--- config.mk ---
export PLATFORM = sky130hd
export DESIGN_NAME = parity_frame_tx
export DESIGN_NICKNAME = d
export VERILOG_FILES = /design/src/rtl/parity_link_pkg.sv /design/src/rtl/bit_tick_counter.sv /design/src/rtl/parity_frame_tx.sv
export SDC_FILE = /design/constraint.sdc
export NUM_CORES = 1
export LEC_CHECK = 0
export ABC_AREA = 1
export BUFFER_PORTS_ARGS = -buffer_cell sky130_fd_sc_hd__buf_2
export CORE_MARGIN = 8
export CORE_UTILIZATION = 52
export CTS_BUF_LIST = sky130_fd_sc_hd__clkbuf_16
export DETAILED_ROUTE_END_ITERATION = 8
export GPL_TIMING_DRIVEN = 0
export PLACE_DENSITY_LB_ADDON = 0.12
export SLEW_MARGIN = 20
export SYNTH_ARGS = -nofsm -noshare
export SYNTH_HDL_FRONTEND = slang
export SYNTH_HIERARCHICAL = 1
export SYNTH_SLANG_ARGS = --single-unit
--- constraint.sdc ---
create_clock -name clk -period 1.65 [get_ports clk]
set_input_delay 0.33 -clock clk [delete_from_list [all_inputs] [get_ports clk]]
set_output_delay 0.33 -clock clk [all_outputs]
set_load 0.01 [all_outputs]
--- src/rtl/parity_link_pkg.sv ---
// rtl/parity_link_pkg.sv - shared state encoding, line levels and frame sizing for the parity link
package parity_link_pkg;

   typedef logic [2:0] link_state_t;

   localparam link_state_t IDLE   = 3'd0;
   localparam link_state_t START  = 3'd1;
   localparam link_state_t DATA   = 3'd2;
   localparam link_state_t PARITY = 3'd3;
   localparam link_state_t STOP   = 3'd4;

   localparam logic START_BIT = 1'b0;
   localparam logic STOP_BIT  = 1'b1;

   // Bit periods in one frame: start + data + parity + stop.
   function automatic int frame_bits(input int data_w);
      return data_w + 3;
   endfunction

endpackage

--- src/rtl/bit_tick_counter.sv ---
// rtl/bit_tick_counter.sv - bit-period timer, ticks on the last cycle of each period
module bit_tick_counter
   import parity_link_pkg::*;
#(
   parameter int CLKS_PER_BIT = 4,
   parameter int CW           = (CLKS_PER_BIT > 1) ? $clog2(CLKS_PER_BIT) : 1
) (
   input  logic          clk,
   input  logic          rst_n,
   input  logic          clr,
   input  logic          en,
   output logic          tick,
   output logic [CW-1:0] count
);

   assign tick = en && (count == CW'(CLKS_PER_BIT - 1));

   always_ff @(posedge clk) begin
      if (!rst_n || clr) begin
         count <= '0;
      end else if (en) begin
         count <= tick ? '0 : count + CW'(1);
      end
   end

endmodule

--- src/rtl/parity_frame_tx.sv ---
// rtl/parity_frame_tx.sv - serial frame transmitter: start, data LSB first, supplied parity, stop
module parity_frame_tx
   import parity_link_pkg::*;
#(
   parameter int DATA_W       = 3,
   parameter int CLKS_PER_BIT = 4
) (
   input  logic              clk,
   input  logic              rst_n,
   input  logic [DATA_W-1:0] bin,
   input  logic              pe,
   input  logic              in_valid,
   output logic              in_ready,
   output logic              tx,
   output logic              busy,
   output logic              frame_done,
   output logic              par_err
);

   localparam int CW = (CLKS_PER_BIT > 1) ? $clog2(CLKS_PER_BIT) : 1;
   localparam int BW = (DATA_W > 1) ? $clog2(DATA_W) : 1;

   link_state_t       state, state_nxt;
   logic [DATA_W-1:0] shift, shift_nxt;
   logic [BW-1:0]     bit_cnt;
   logic              pe_lat, pe_nxt;
   logic              tx_nxt, done_nxt;
   logic              tick, accept, last_bit;
   logic [CW-1:0]     cnt, cnt_nxt;

   bit_tick_counter #(
      .CLKS_PER_BIT (CLKS_PER_BIT),
      .CW           (CW)
   ) u_tick (
      .clk   (clk),
      .rst_n (rst_n),
      .clr   (state == IDLE),
      .en    (state != IDLE),
      .tick  (tick),
      .count (cnt)
   );

   assign in_ready = (state == IDLE);
   assign busy     = (state != IDLE);
   assign accept   = in_valid && in_ready;
   assign last_bit = (bit_cnt == BW'(DATA_W - 1));

   always_comb begin
      state_nxt = state;
      case (state)
         IDLE:    if (accept)              state_nxt = START;
         START:   if (tick)                state_nxt = DATA;
         DATA:    if (tick && last_bit)    state_nxt = PARITY;
         PARITY:  if (tick)                state_nxt = STOP;
         STOP:    if (tick)                state_nxt = IDLE;
         default:                          state_nxt = IDLE;
      endcase
   end

   always_comb begin
      shift_nxt = shift;
      pe_nxt    = pe_lat;
      if (accept) begin
         shift_nxt = bin;
         pe_nxt    = pe;
      end else if (state == DATA && tick) begin
         shift_nxt = shift >> 1;
      end
   end

   // tx and frame_done are registered, so they are derived from next-cycle values.
   assign cnt_nxt = (state == IDLE || tick) ? '0 : cnt + CW'(1);

   always_comb begin
      tx_nxt = STOP_BIT;
      case (state_nxt)
         START:   tx_nxt = START_BIT;
         DATA:    tx_nxt = shift_nxt[0];
         PARITY:  tx_nxt = pe_nxt;
         default: tx_nxt = STOP_BIT;
      endcase
   end

   assign done_nxt = (state_nxt == STOP) && (cnt_nxt == CW'(CLKS_PER_BIT - 1));

   always_ff @(posedge clk) begin
      if (!rst_n) begin
         state      <= IDLE;
         shift      <= '0;
         bit_cnt    <= '0;
         pe_lat     <= 1'b0;
         tx         <= STOP_BIT;
         frame_done <= 1'b0;
         par_err    <= 1'b0;
      end else begin
         state      <= state_nxt;
         shift      <= shift_nxt;
         pe_lat     <= pe_nxt;
         tx         <= tx_nxt;
         frame_done <= done_nxt;
         if (accept) begin
            bit_cnt <= '0;
            par_err <= (pe != ^bin);
         end else if (state == DATA && tick) begin
            bit_cnt <= last_bit ? '0 : bit_cnt + BW'(1);
         end
      end
   end

endmodule
Yosys cells after proc, flatten, opt, wreduce, memory -nomap -nowiden
Cells that the tools add are included.
{ "word_totals": {"register_bits": 14, "wordCells": 50, "out_inout_bits": 5, "input_bits": 7} }
{ "op_classes": {"muxes": 13, "reduce_logical": 13, "n_eq_ne": 12, "add_sub_neg": 2, "bitwise": 1} }
{ "ops": {"columns": ["op", "n"], "rows": [
  ["two-way mux 3 bit", 7],
  ["case mux 3 bit (5 select lines)", 1],
  ["equality test 3 x 2 -> 1 bit (second input constant)", 4],
  ["equality test 2 bit (second input constant)", 3],
  ["equality test 3 x 1 -> 1 bit (second input constant)", 2],
  ["equality test 3 bit (second input constant)", 2],
  ["two-way mux 2 bit", 3],
  ["logical AND 1 bit", 5],
  ["adder 2 x 1 -> 2 bit (second input constant)", 2],
  ["zero test 3 bit", 1],
  ["case mux 1 bit (3 select lines)", 1],
  ["nonzero test 3 bit", 1],
  ["XOR reduction 3 bit", 1],
  ["logical OR 1 bit", 2],
  ["nonzero test 2 bit", 1],
  ["OR reduction 2 bit", 1],
  ["zero test 1 bit", 1],
  ["two-way mux 1 bit", 1],
  ["inequality test 1 bit", 1],
  ["inverter 1 bit", 1]
]} }

Depth between registers and ports, before layout
{ "depth": {"ltp_word": 7, "ltp_mapped": 12, "depth_no_buf": 12} }

Cells and area by module
The synthesis kept the hierarchy.
{ "modules_own_cells": {"columns": ["module", "n_inst", "area_each_um2", "seq_area_each_um2", "cells_each"], "rows": [
  ["parity_frame_tx", 1, 615.6, 240.2, 88],
  ["bit_tick_counter", 1, 108.9, 40.0, 16]
]} }

Worst setup path after synthesis
OpenSTA, ideal clock, no wires.
{ "synth_path": {"path_type": "register to register", "startpoint": "register state[2]", "endpoint": "register tx", "setup_time_ns": 0.121, "slack_ns": 0.143, "period_less_slack_ns": 1.507, "path_stages_with_launch": 12, "required_ns": 1.529, "arrival_time_ns": 1.386, "path_buffers": 0, "path_cell_list": "dfxtp_1 inv_1 nand2_1 nand2_1 inv_1 nand2_1 inv_2 nand3_1 nand3_2 nor2_1 nor2_1 nand3_1"} }
{ "synth_between": {"elab_chain_len": 7, "word_cells_on_any_way": 23, "classes_between": "eq/ne: 7; mux: 10; reduce/logical: 6"} }
{ "synth_rtl": {"columns": ["element", "line", "text"], "rows": [
  ["start: declaration", "parity_frame_tx.sv:23", "link_state_t state, state_nxt;"],
  ["start signal: assignment", "parity_frame_tx.sv:96", "state <= state_nxt;"],
  ["nonzero test 3 bit *", null, null],
  ["net busy", "parity_frame_tx.sv:15", "output logic busy,"],
  ["logical AND 1 bit *", "bit_tick_counter.sv:16", "assign tick = en && (count == CW'(CLKS_PER_BIT - 1));"],
  ["net tick", "parity_frame_tx.sv:28", "logic tick, accept, last_bit;"],
  ["logical AND 1 bit", "parity_frame_tx.sv:53", "DATA: if (tick && last_bit) state_nxt = PARITY;"],
  ["two-way mux 3 bit", "parity_frame_tx.sv:53", null],
  ["case mux 3 bit (5 select lines)", "parity_frame_tx.sv:50", "case (state)"],
  ["equality test 3 x 2 -> 1 bit / equality test 3 x 1 -> 1 bit (equally long branches)", "parity_frame_tx.sv:76", "case (state_nxt)"],
  ["case mux 1 bit (3 select lines) *", "parity_frame_tx.sv:76", null],
  ["end signal: assignment", "parity_frame_tx.sv:99", "tx <= tx_nxt;"],
  ["end: declaration", "parity_frame_tx.sv:14", "output logic tx,"]
]} }
Mark *: on every way through the listed nets, which the timed path passes. The rest lies on a longest branch. The select of a mux whose other input is x is not followed.
A chain may end at the register's enable or synchronous reset.

Final worst setup path
{ "layout_path": {"startpoint": "register state[1]", "endpoint": "register tx"} }
{ "layout_between": {"elab_chain_len": 7, "word_cells_on_any_way": 23, "classes_between": "eq/ne: 7; mux: 10; reduce/logical: 6"} }
{ "layout_rtl": {"columns": ["element", "line", "text"], "rows": [
  ["nonzero test 3 bit *", "parity_frame_tx.sv:38", ".en (state != IDLE),"],
  ["logical AND 1 bit *", "bit_tick_counter.sv:16", null],
  ["net tick", "parity_frame_tx.sv:28", null],
  ["logical AND 1 bit", "parity_frame_tx.sv:53", null],
  ["two-way mux 3 bit", "parity_frame_tx.sv:53", null],
  ["case mux 3 bit (5 select lines)", "parity_frame_tx.sv:50", null],
  ["equality test 3 x 2 -> 1 bit / equality test 3 x 1 -> 1 bit (equally long branches)", "parity_frame_tx.sv:76", null],
  ["case mux 1 bit (3 select lines) *", "parity_frame_tx.sv:76", null]
]} }
Marks and branches as above.

==> impl_metrics.yaml <==
clock_network:
  cts_tree: "done"
  htree_levels: 1
  post_cts_buffers: 0
  clock_sinks: 14
  clkLatencyLatePin_ns: 0.24
  cts_hold_buf: 0
  clk_path_buf_depth: 2
  path_clk_slew_ns: 0.04
  numCtsBuffers: 3
  clockRootBuffer: "clkbuf_16"
grt:
  grt_max_degree: 9
  grt_overflow: 0
  grt_pass1_vias: 623
  antenna_found_initial: 0
  grt_pass1_wl_um: 2620
  grt.total_usage_pct: 12.5
power_and_ir_drop:
  p_per_area_nw_per_um2: 1030
  p_leak_nw: 0.414
  peakVddDrop_uv: 640
die:
  core_area_um2: 1300
  die_h_um: 53.3
  start_util_pct: 55.7
  rows: 13
  dieArea_um2: 2840
  die_w_um: 53.3
  io_pins: 12
yosys:
  synth_nets: 112
  yosysTopAreaCellShare_pct: 38.7
  synth_most_common_cell: "nand2_1"
  synth-edff-count: 0
  synth_cell_type_count: 19
  synth_seq_cells: 14
  ys_top_cells_by_area: "dfxtp_1 39%, nand2_1 12%, nand3_1 9.7%, inv_1 8.8%, nor2_1 5.7%"
  synthTopCellsByCount: "23 x nand2_1, 17 x inv_1, 14 x dfxtp_1, 14 x nand3_1, 11 x nor2_1"
  ys_dominant_reg_cell: "dfxtp_1"
  async_flop_share_pct: 0
  syn_inst: 104
  syn_area_per_cell_um2: 6.97
  seq_area_frac_synth_pct: 38.7
  yosys_warnings: 6
  syn_area_um2: 724
  yosys.area.top_type: "dfxtp_1"
worst_setup_path:
  crit_required_ns: 1.78
  cp_cell_sequence: "nor2_4 -> nand2_4 -> nand2_1 -> inv_1 -> nand2_1 -> inv_2 -> nand3_1 -> nand3_2 -> nor2_1 -> nor2_1 -> nand3_1"
  crit_path_top_delay_cell: "dfxtp_1"
  cp_slowest_stage_delay_ns: 0.44
  critPathKind: "register to register"
  worstReg2RegStart: "state[1]$_SDFF_PN0_"
  reg2reg_slack_ns: 0.14
  endpoint_kind: "register"
  cp_top_family: "simple AND/OR/NAND/NOR gates"
  crit_arrival_ns: 1.64
  path_max_fanout: 8
  r2r_cells: 11
  rr_endpoint: "tx$_SDFF_PN1_"
  crit_buf_inv: 2
  startpoint_type: "register"
finish:
  fin_area_um2: 891
  final_nets: 128
  layout-drive-gt1-share_pct: 22.9
  area_growth_pct: 23.0
  n_fill_cell: 124
  finalNonFillerCells: 133
  diodes: 0
sta:
  grt_setup_unrepaired: "false"
  setup_violations: 0
  fin_skew_ns: 0.00144
  hold_viol_final: 0
  timing.slew.headroom_pct: 84.6
  timing.setup.tns_ns: 0
  drv_slew: 0
  worst_slew_pin_slew_ns: 0.230
  fmax_mhz: 662
  finalCritPeriodShare_pct: 91.5
  period_needed_ns: 1.51
  hold_ws_ns: 0.368
placement:
  gp_congestion: 0.733
  port_buffers: 11
  dp_cells: 130
  dp_hpwl_um: 1120
  place_area_um2: 798
drt:
  first_iter_violations: 14
  routedWlPerCell_um: 11.6
  num_vias: 696
  drtAntennaViolNets: 0
  avgViaCountPerCell: 5.23
  drc: 0
  dr.pass1.iters: 4
  wirelength_um: 1540
outcome:
  status: "complete, no violations"
run:
  max-cap-violations: 0
hold_path:
  worstHoldStart: "bin[2]"
  holdPathEnd: "shift[2]$_SDFFE_PN0P_"
  min_path_type: "input port to register"
  hold_depth: 3
==> sequential cells by signal, indices dropped and copies added, names as in the netlist <==
| signal | cells |
|---|---|
| pe_lat | 1 |
| tx | 1 |
| u_tick/count | 2 |
| state | 3 |
| par_err | 1 |
| shift | 3 |
| bit_cnt | 2 |
| frame_done | 1 |
==> cell type report <==
class | instances | area, um^2 | area share, %
timing repair buffer | 11 | 55.1 | 6.18
clock buffer | 3 | 75.1 | 8.43
multi-input combinational | 71 | 383 | 43.0
tap | 15 | 18.8 | 2.11
inverter | 19 | 76.3 | 8.57
sequential | 14 | 283 | 31.7
==> cell usage in the layout (no fill, tap or decap), types with 3 or more instances in the layout <==
cell type	count
nand3_1	14
buf_2	11
nor2_1	10
inv_1	16
a21oi_1	8
xnor2_1	3
nand2_1	22
clkbuf_16	3
dfxtp_1	12
==> worst max path at each step <==
stage	slack (ns)	endpoint	start	cells past startpoint
finish	0.14	tx$_SDFF_PN1_	state[1]$_SDFF_PN0_	11
global route	0.02	tx$_SDFF_PN1_	state[1]$_SDFF_PN0_	12
CTS	0.04	tx$_SDFF_PN1_	state[2]$_SDFF_PN0_	11
detailed placement	-0.05	tx$_SDFF_PN1_	state[0]$_SDFF_PN0_	12
global placement	-0.02	tx$_SDFF_PN1_	state[0]$_SDFF_PN0_	12
floorplan	0.14	tx$_SDFF_PN1_	state[2]$_SDFF_PN0_	11
==> worst min-delay path: cells and delay by family <==
family                 cells  cell delay [ns]
AO/OA/AOI/OAI              1             0.06
buffers and inverters      1             0.11
AND/OR/NAND/NOR            1             0.06
==> timing repair <==
item,4_1_cts,5_1_grt
hold endpoints to repair,0,0
endpoints found under the setup margin,1,5
gates resized for setup,2,5
pin swaps,0,0
==> where the power goes <==
group / switching [W] / internal [W]
combinational: 0.0000639 / 0.0000429
sequential: 0.00000938 / 0.000354
clock: 0.000133 / 0.000316
==> layer usage <==
| metal | track usage (%) | share of wire, % | wire length [um] |
|---|---|---|---|
| met3 | 5.60 | 5.7 | 88 |
| met5 | 0 | 0 | 0 |
| met1 | 12.5 | 47 | 721 |
| met2 | 20.5 | 44 | 680 |
| met4 | 8.40 | 3.0 | 46 |
==> through the flow <==
stage / utilization (%) / total power (W) / setup slack [ns]
after floorplan: - / 0.000436 / 0.143
after global placement: 61.3 / 0.000468 / -0.0228
after detailed placement: 61.3 / 0.000470 / -0.0514
after CTS: 67.5 / 0.000920 / 0.0436
after global routing: 68.5 / 0.000952 / 0.0233
final: 68.5 / 0.000920 / 0.140
==> logic make-up after synthesis <==
family / synth area share [%]
flip-flops: 38.7
adder cells (fa/ha/maj): 1.73
XOR/XNOR: 3.63
AO/OA/AOI/OAI: 10.2
AND/OR/NAND/NOR: 35.2
buffers and inverters: 10.5
(Power assumes the default switching activity.)
